<file path="config.mk">
export PLATFORM = sky130hd
export DESIGN_NAME = serial_subtractor
export DESIGN_NICKNAME = d
export VERILOG_FILES = /design/src/rtl/serial_arith_pkg.sv /design/src/rtl/full_subtractor_cell.sv /design/src/rtl/serial_subtractor.sv
export SDC_FILE = /design/constraint.sdc
export NUM_CORES = 1
export LEC_CHECK = 0
export CORE_MARGIN = 10
export CORE_UTILIZATION = 40
export CTS_BUF_LIST = sky130_fd_sc_hd__clkbuf_8 sky130_fd_sc_hd__clkbuf_16
export DETAILED_ROUTE_END_ITERATION = 12
export PLACE_DENSITY_LB_ADDON = 0.15
export SKIP_LAST_GASP = 1
export SLEW_MARGIN = 20
export SYNTH_ARGS = -nofsm -noshare
export SYNTH_HDL_FRONTEND = slang
export SYNTH_SLANG_ARGS = --single-unit
</file>
<file path="constraint.sdc">
create_clock -name clk -period 1.6 [get_ports clk]
set_input_delay 0.32 -clock clk [delete_from_list [all_inputs] [get_ports clk]]
set_output_delay 0.32 -clock clk [all_outputs]
set_load 0.005 [all_outputs]
</file>
<file path="src/rtl/serial_arith_pkg.sv">
// serial_arith_pkg
//   Shared types and helpers for the bit-serial arithmetic back-ends.
//   - sub_state_e : controller states of the serial subtractor
//   - cnt_width() : bit-counter width for a given operand width
package serial_arith_pkg;

   typedef enum logic [1:0] {
      IDLE = 2'd0,
      RUN  = 2'd1,
      DONE = 2'd2
   } sub_state_e;

   // Counter only has to reach w-1, so $clog2(w) bits suffice (w >= 2).
   function automatic int cnt_width(input int w);
      return (w <= 2) ? 1 : $clog2(w);
   endfunction

endpackage

</file>
<file path="src/rtl/full_subtractor_cell.sv">
// full_subtractor_cell
//   One-bit combinational full subtractor: x - y - bin.
//   Ports:
//     x, y, bin : minuend bit, subtrahend bit, borrow in
//     d         : difference bit
//     bout      : borrow out
module full_subtractor_cell (
   input  logic x,
   input  logic y,
   input  logic bin,
   output logic d,
   output logic bout
);

   assign d    = x ^ y ^ bin;
   // Borrow when x<y outright, or when x==y and a borrow is already pending.
   assign bout = (~x & y) | (~(x ^ y) & bin);

endmodule

</file>
<file path="src/rtl/serial_subtractor.sv">
// serial_subtractor
//   Bit-serial, LSB-first subtractor: diff = a - b over WIDTH cycles using
//   a single borrow flop and one full_subtractor_cell.
//   Optional macro SERIAL_SUB_OVF_EN adds the signed-overflow output ovf.
//   Ports:
//     clk, rst    : clock (rising edge), asynchronous active-high reset
//     start       : request, sampled only in IDLE
//     a, b        : minuend / subtrahend, captured on the accepting edge
//     busy        : high in RUN and DONE
//     done        : one-cycle pulse, result valid
//     diff        : a - b mod 2^WIDTH, held until the next accepted start
//     borrow_out  : final borrow (a < b unsigned), held with diff
//     ovf         : signed overflow (SERIAL_SUB_OVF_EN only), held with diff
module serial_subtractor
   import serial_arith_pkg::*;
#(
   parameter int WIDTH = 8
) (
   input  logic             clk,
   input  logic             rst,
   input  logic             start,
   input  logic [WIDTH-1:0] a,
   input  logic [WIDTH-1:0] b,
   output logic             busy,
   output logic             done,
   output logic [WIDTH-1:0] diff,
`ifdef SERIAL_SUB_OVF_EN
   output logic             borrow_out,
   output logic             ovf
`else
   output logic             borrow_out
`endif
);

   localparam int CW = cnt_width(WIDTH);

   sub_state_e       state, nxt;
   logic [CW-1:0]    cnt;
   logic [WIDTH-1:0] sa, sb;
   logic             brw;
   logic             cell_d, cell_bout;
   logic             last;

   full_subtractor_cell u_cell (
      .x    (sa[0]),
      .y    (sb[0]),
      .bin  (brw),
      .d    (cell_d),
      .bout (cell_bout)
   );

   assign last = (cnt == CW'(WIDTH - 1));

   // ---------------- FSM ----------------
   always_ff @(posedge clk or posedge rst) begin
      if (rst) state <= IDLE;
      else     state <= nxt;
   end

   always_comb begin
      nxt  = state;
      busy = 1'b0;
      done = 1'b0;
      case (state)
         IDLE: if (start) nxt = RUN;
         RUN: begin
            busy = 1'b1;
            if (last) nxt = DONE;
         end
         DONE: begin
            busy = 1'b1;
            done = 1'b1;
            nxt  = IDLE;
         end
         default: nxt = IDLE;
      endcase
   end

   // ---------------- datapath ----------------
   always_ff @(posedge clk or posedge rst) begin
      if (rst) begin
         sa         <= '0;
         sb         <= '0;
         brw        <= 1'b0;
         cnt        <= '0;
         diff       <= '0;
         borrow_out <= 1'b0;
      end else begin
         case (state)
            IDLE: if (start) begin
               sa         <= a;
               sb         <= b;
               brw        <= 1'b0;
               cnt        <= '0;
               diff       <= '0;
               borrow_out <= 1'b0;
            end
            RUN: begin
               // Result bits enter at the MSB so bit 0 lands in diff[0] after WIDTH shifts.
               diff <= {cell_d, diff[WIDTH-1:1]};
               sa   <= sa >> 1;
               sb   <= sb >> 1;
               brw  <= cell_bout;
               if (last) borrow_out <= cell_bout;
               else      cnt        <= cnt + CW'(1);
            end
            default: ;
         endcase
      end
   end

`ifdef SERIAL_SUB_OVF_EN
   // Operand sign bits kept separately so overflow does not depend on
   // what is left in the shift registers at the final bit-cycle.
   logic a_msb, b_msb;

   always_ff @(posedge clk or posedge rst) begin
      if (rst) begin
         a_msb <= 1'b0;
         b_msb <= 1'b0;
         ovf   <= 1'b0;
      end else begin
         if (state == IDLE && start) begin
            a_msb <= a[WIDTH-1];
            b_msb <= b[WIDTH-1];
            ovf   <= 1'b0;
         end else if (state == RUN && last) begin
            // Overflow: operand signs differ and result sign differs from a.
            ovf <= (a_msb ^ b_msb) & (a_msb ^ cell_d);
         end
      end
   end
`endif

endmodule

</file>
==> flow_summary_export.csv, run 1 <==
group,metric,value,unit
worst_setup_path,slowest_stage,"dfrtp_1",
die,die_area,0.00675,sq mm
pwr,internal_power,2.31,mW
detailed_routing,route.antenna.remaining_nets,0,
clock_network,htreeDepth,2,
clock_network,cts_buffers,5,
pwr,p_clk_frac,0.148,
grt,grt_antenna_before_repair,0,
worst_setup_path,rr_worst_depth,5,
synthesis,synth_xor_area_frac,0,
detailed_routing,avgRoutedWirePerCell,12.9,um
place,gp_congestion,0.689,
synthesis,yosys-mux-area-fraction,0.126,
clock_network,cts_num_sinks,31,
synthesis,yosys.area_share.adder,0.0778,
worst_setup_path,cp_max_fo,2,
synthesis,synth_top_cells_by_count,"33 x nand2_1, 31 x dfrtp_1, 26 x o21ai_0, 15 x mux2i_1, 8 x ha_1",
die,initial_core_util,0.419,
place,port_buffers,29,
worst_setup_path,arrival,1.22,ns
detailed_routing,drc_errors,0,
synthesis,yosys_warnings,0,
synthesis,syn_inst,150,
pwr,leakage,0.931,nW
pwr,seqPwrFrac,0.360,
worst_setup_path,regToRegEndpoint,"state[0]$_DFFE_PP0P_",
synthesis,ys_top_cells_by_area,"dfrtp_1 50%, mux2i_1 9.7%, o21ai_0 8.4%",
clock_network,worstSkewPairLatency,0.27,ns
detailed_routing,drtPass1Iterations,4,
cells_and_area,multi_input_area,706,sq um
cells_and_area,seq_area,776,sq um
synthesis,synth.most_common_cell,"nand2_1",
place,dpl_cell_area,0.00191,sq mm
clock_network,cts_tree,"done",
timing,hold_viol,0,
status,outcome,"completed",
timing,setup_violations,0,
timing,holdWs,0.430,ns
timing,min_period_over_period,0.962,
synthesis,synth_edf_count,0,
die,core_area,0.00369,sq mm
cells_and_area,final_util,0.552,
synthesis,yosysTopAreaCell,"dfrtp_1",
detailed_routing,first_iter_violations,33,
cells_and_area,design_area,0.00204,sq mm
grt,grt_pass1_wl,5.18,mm
worst_setup_path,r2r_slack,0.09,ns
clock_network,cts_root_buffer,"clkbuf_8",
flow_run,maxCapViolCount,0,
synthesis,synthArstFlopShare,1.00,
synthesis,synth_compound_area_frac,0.120,
hold_path,hold_class,"input pin to async pin",
worst_setup_path,crit_chain,"buf_4 > ha_1 > dlygate4sd2_1",
pwr,swShare,0.357,
detailed_routing,wl,3.03,mm
synthesis,avgSynthCellArea,10.3,sq um
worst_setup_path,start_kind,"flop",
detailed_routing,vias,1106,
synthesis,synth_top_family_by_area,"multiplexers",
synthesis,synthSimpleGateAreaFrac,0.122,
timing,worstMarginPinSlew,0.385,ns
die,ios,30,
clock_network,clk_path_buf_depth,2,
timing,fmax,0.650,GHz
cells_and_area,drive_above_1_share,0.134,
cells_and_area,nets,216,
worst_setup_path,required,1.28,ns
synthesis,ys_ff_latch,31,
pwr,power,3.59,mW
grt,grt_pass1_vias,1110,
place,hpwl,2.15,mm
timing,period_minus_slack,1.54,ns
cells_and_area,nFillCells,353,
cells_and_area,final_cells,235,
grt,grt_overflow,0,
timing,rsz0062_at_grt,"no",
worst_setup_path,end_kind,"output pin",
synthesis,syn-num-nets,178,
die,chipHeight,82.1,um
pwr,vdd_drop_max,0.895,mV
timing,slew_headroom,0.743,
detailed_routing,viasPerCell,4.71,
synthesis,synthFlopType,"dfrtp_1",
cells_and_area,antenna_cells,0,
die,rows,22,
timing,drv_slew,0,
synthesis,ys_seq_area_frac,0.502,
synthesis,yosysUniqueCellTypes,21,
pwr,switching_power,1.28,mW
pwr,powerDensity,1760,mW/mm^2
grt,track_usage,0.0984,
worst_setup_path,worst-setup-path-type,"flop to output pin",
synthesis,synthesis.area,0.00154,sq mm
place,dp.cells,225,
grt,grt_max_degree,32,
pwr,comb_power_share,0.492,
synthesis,synth_top_area_frac,0.502,
clock_network,cts.clk_slew.worst_paths,0.06,ns
die,die_w,82.1,um
timing,clock-skew-final,0.00341,ns
worst_setup_path,slowest_delay,0.38,ns
worst_setup_path,r2r-start,"state[0]$_DFFE_PP0P_",
cells_and_area,syn_to_final_growth,31.9,%
-- layout by cell type (no fill, tap or decap), drive strengths merged --
cell type,count
nand2,33
dfrtp,31
clkdlybuf4s50,27
o21ai,26
mux2i,16
buf,11
ha,8
inv,7
clkbuf,5
a22o,4
nand2b,4
nor2,3
mux2,2
a21oi,2
and2,1
and2b,1
or2b,1
a32o,1
or2,1
fa,1
clkdlybuf4s15,1
dlygate4sd2,1
-- area by class of cell --
cell class / count / area share
clock buffer: 5 / 0.0338
clock inverter: 1 / 0.00184
inverter: 6 / 0.0111
multi-input combinational: 104 / 0.346
sequential: 31 / 0.381
tap: 48 / 0.0295
timing repair buffer: 40 / 0.197
-- metrics by stage --
step | setup TNS (ns) | setup slack [ns]
after CTS | 0 | 0.00704
final | 0 | 0.0605
after global routing | 0 | 0.000437
after floorplan | 0 | 0.113
after global placement | -0.157 | -0.0570
after detailed placement | -0.630 | -0.0997
-- state kept, by name, summed over array words and instances, names as in the netlist --
name        count
sb              8
diff            8
brw             1
state           2
cnt             3
sa              8
borrow_out      1
-- worst max-delay path, delay by kind of cell, from the launching register on --
| kind | cells | cell delay [ns] |
|---|---|---|
| adders and majority gates | 1 | 0.16 |
| buffers and inverters | 2 | 0.40 |
| DFF | 1 | 0.38 |
-- routing by layer --
layer | GRT usage | part of all wire | vias up
met5 | 0 | 0 | -
met4 | 0.0408 | 0.015 | 0
met3 | 0.0367 | 0.065 | 6
met2 | 0.142 | 0.46 | 21
met1 | 0.130 | 0.45 | 507
li1 | - | - | 572
-- timing repair --
action,4_1_cts,5_1_grt
setup buffers,1,3
setup endpoints to repair,15,16
hold buffers,0,0
resized for setup,4,6
pin swaps,0,0
-- power by group through the flow --
stage / Combinational, mW / Sequential (mW) / Clock (mW)
after CTS: 1.74 / 1.29 / 0.554
after global placement: 1.67 / 1.30 / 0
final: 1.77 / 1.29 / 0.531
after global routing: 2.00 / 1.34 / 0.593
after floorplan: 1.20 / 1.27 / 0
after detailed placement: 1.72 / 1.31 / 0
-- how the worst max path moves through the flow --
stage	start	endpoint	slack, ns	depth (start not counted)
after floorplan	state[0]$_DFFE_PP0P_	state[0]$_DFFE_PP0P_	0.11	5
after global placement	start	state[0]$_DFFE_PP0P_	-0.06	4
after detailed placement	start	borrow_out$_DFFE_PP0P_	-0.1	4
after CTS	state[1]$_DFFE_PP0P_	diff[2]$_DFFE_PP0P_	0.007	5
after global routing	state[1]$_DFFE_PP0P_	done	0.0004	3
final	state[1]$_DFFE_PP0P_	done	0.06	3
-- logic make-up (layout without fill, tap and decap cells) --
group	Yosys count	count (layout)
muxes	18	18
adders and majority gates	9	9
and+or+nand+nor	44	44
buffers and inverters	15	52
DFF	31	31
AOI/OAI and AO/OA	33	33
(Power assumes the default switching activity.)
==> run 2, diff against run 1 <==
--- a/config.mk
+++ b/config.mk
@@ -5,7 +5,6 @@
 export SDC_FILE = /design/constraint.sdc
 export NUM_CORES = 1
 export LEC_CHECK = 0
-export CORE_MARGIN = 10
 export CORE_UTILIZATION = 40
 export CTS_BUF_LIST = sky130_fd_sc_hd__clkbuf_8 sky130_fd_sc_hd__clkbuf_16
 export DETAILED_ROUTE_END_ITERATION = 12
==> run 2 against run 1 <==
Setup slack improved by 0.022 ns. Sequential share of layout area fell by 1.3 points. Final cell count rose by 1.3%. Combinational power rose by 12%. Wire length rose by 1.5%. Highest routed layer unchanged. Critical path depth did not move. Power rose by 8.9%. Final area rose by 3.5%. Largest power group unchanged. Global-route usage rose by 6.4 points. Non-clock buffer count rose by 2. Via count rose by 5.7%. Utilization rose by 1.9 points.
==> flow_summary_export.csv, run 2 (synthesis results as in run 1) <==
group,metric,value,unit
cells_and_area,nets,218,
detailed_routing,wl,3.08,mm
clock_network,cts_tree,"done",
flow_run,maxCapViolCount,0,
place,dpl_cell_area,0.00192,sq mm
pwr,internal_power,2.52,mW
timing,rsz0062_at_grt,"no",
timing,setup_violations,0,
worst_setup_path,end_kind,"output pin",
pwr,seqPwrFrac,0.332,
worst_setup_path,required,1.28,ns
place,gp_congestion,0.717,
clock_network,htreeDepth,2,
die,ios,30,
detailed_routing,route.antenna.remaining_nets,0,
die,initial_core_util,0.419,
cells_and_area,final_util,0.572,
timing,setup_tns,0,ns
pwr,switching_power,1.39,mW
pwr,vdd_drop_max,0.862,mV
pwr,power,3.91,mW
clock_network,cts_num_sinks,31,
cells_and_area,nFillCells,338,
timing,holdWs,0.416,ns
timing,slew_headroom,0.736,
clock_network,cts.clk_slew.worst_paths,0.06,ns
timing,drv_slew,0,
timing,clock-skew-final,0.00489,ns
worst_setup_path,cp_max_fo,2,
timing,worstMarginPinSlew,0.397,ns
cells_and_area,design_area,0.00211,sq mm
clock_network,cts_hold_buf,0,
cells_and_area,antenna_cells,0,
grt,grt_overflow,0,
die,die_area,0.00411,sq mm
cells_and_area,most-common-layout-cells,"33 x nand2_1, 31 x dfrtp_1, 27 x clkdlybuf4s50_1, 26 x o21ai_0, 15 x mux2i_1",
place,hpwl,2.02,mm
grt,grt_antenna_before_repair,0,
worst_setup_path,start_kind,"flop",
detailed_routing,drc_errors,0,
status,outcome,"completed",
clock_network,clk_path_buf_depth,2,
timing,period_minus_slack,1.52,ns
detailed_routing,vias,1169,
timing,hold_viol,0,
cells_and_area,final_common_cell,"nand2_1",
die,rows,22,
detailed_routing,avgRoutedWirePerCell,12.9,um
pwr,comb_power_share,0.510,
die,die_w,64.1,um
grt,grt_max_degree,32,
grt,grt_pass1_wl,4.96,mm
clock_network,cts_root_buffer,"clkbuf_8",
worst_setup_path,arrival,1.20,ns
cells_and_area,reg_top3,"diff (8), sa (8), sb (8)",
clock_network,cts_buffers,5,
grt,track_usage,0.163,
grt,grt_pass1_vias,1132,
worst_setup_path,rr_worst_depth,5,
timing,min_period_over_period,0.949,
cells_and_area,syn_to_final_growth,36.5,%
cells_and_area,drive_above_1_share,0.163,
pwr,leakage,0.963,nW
worst_setup_path,r2r_slack,0.08,ns
detailed_routing,drtPass1Iterations,4,
place,port_buffers,29,
pwr,powerDensity,1850,mW/mm^2
pwr,p_clk_frac,0.159,
pwr,swShare,0.355,
die,core_area,0.00369,sq mm
hold_path,hold_class,"input pin to async pin",
die,chipHeight,64.1,um
worst_setup_path,r2r-start,"state[0]$_DFFE_PP0P_",
worst_setup_path,worst-setup-path-type,"flop to output pin",
timing,fmax,0.659,GHz
clock_network,worstSkewPairLatency,0.28,ns
detailed_routing,viasPerCell,4.91,
detailed_routing,first_iter_violations,48,
worst_setup_path,regToRegEndpoint,"state[0]$_DFFE_PP0P_",
## run 2: changes by cell type in the layout (fill, tap and decap cells not counted), sizes merged
cell / delta
clkbuf: +4
clkdlybuf4s15: -1
clkinv: +1
inv: -1
## run 2: worst max-delay path: stages (launching register included)
cell and delay [ns]:
dfrtp_1 0.37, buf_4 0.13, ha_1 0.16, dlygate4sd2_1 0.26
## run 2: timing repair
action                     in CTS  in global routing
gates resized for setup         6                  9
gates cloned                    0                  2
setup endpoints to repair      14                 30
buffers inserted                2                  1
## run 2: how the worst max path moves through the flow
stage	from	endpoint	slack, ns	depth (start not counted)
after floorplan	state[0]$_DFFE_PP0P_	state[0]$_DFFE_PP0P_	0.11	5
after global placement	start	state[0]$_DFFE_PP0P_	-0.06	4
after detailed placement	start	state[0]$_DFFE_PP0P_	-0.10	4
after CTS	state[1]$_DFFE_PP0P_	busy	-0.07	4
after global routing	cnt[0]$_DFFE_PP0P_	cnt[0]$_DFFE_PP0P_	0.002	5
final	state[1]$_DFFE_PP0P_	done	0.08	3
## run 2: metrics by stage
stage	setup WS [ns]	std cells
floorplan	0.113	150
global placement	-0.0572	226
detailed placement	-0.100	226
CTS	-0.0664	235
global route	0.00207	238
finish	0.0822	238
## run 2: layout make-up
type                            instances  area [sq um]  share of cell area
Sequential cell                        31           776               0.368
Timing Repair Buffer                   42           440               0.209
Clock inverter                          1          5.00             0.00237
Multi-Input combinational cell        104           719               0.341
Inverter                                6          25.0              0.0119
Clock buffer                            6          82.6              0.0392
Tap cell                               48          60.1              0.0285
## run 2: per-layer routing
metal,vias to the layer above,global-route usage,part of all wire
li1,579,-,-
met2,24,0.271,0.47
met3,7,0.0482,0.044
met1,559,0.189,0.47
met4,0,0.0833,0.020
met5,-,0,0
## run 2: power by group through the flow
stage | combinational (mW) | sequential (mW) | clock, mW
2_1_floorplan | 1.20 | 1.27 | 0
3_3_place_gp | 1.68 | 1.30 | 0
3_5_place_dp | 1.75 | 1.31 | 0
4_1_cts | 1.79 | 1.30 | 0.635
5_1_grt | 2.21 | 1.34 | 0.673
6_report | 1.99 | 1.30 | 0.621
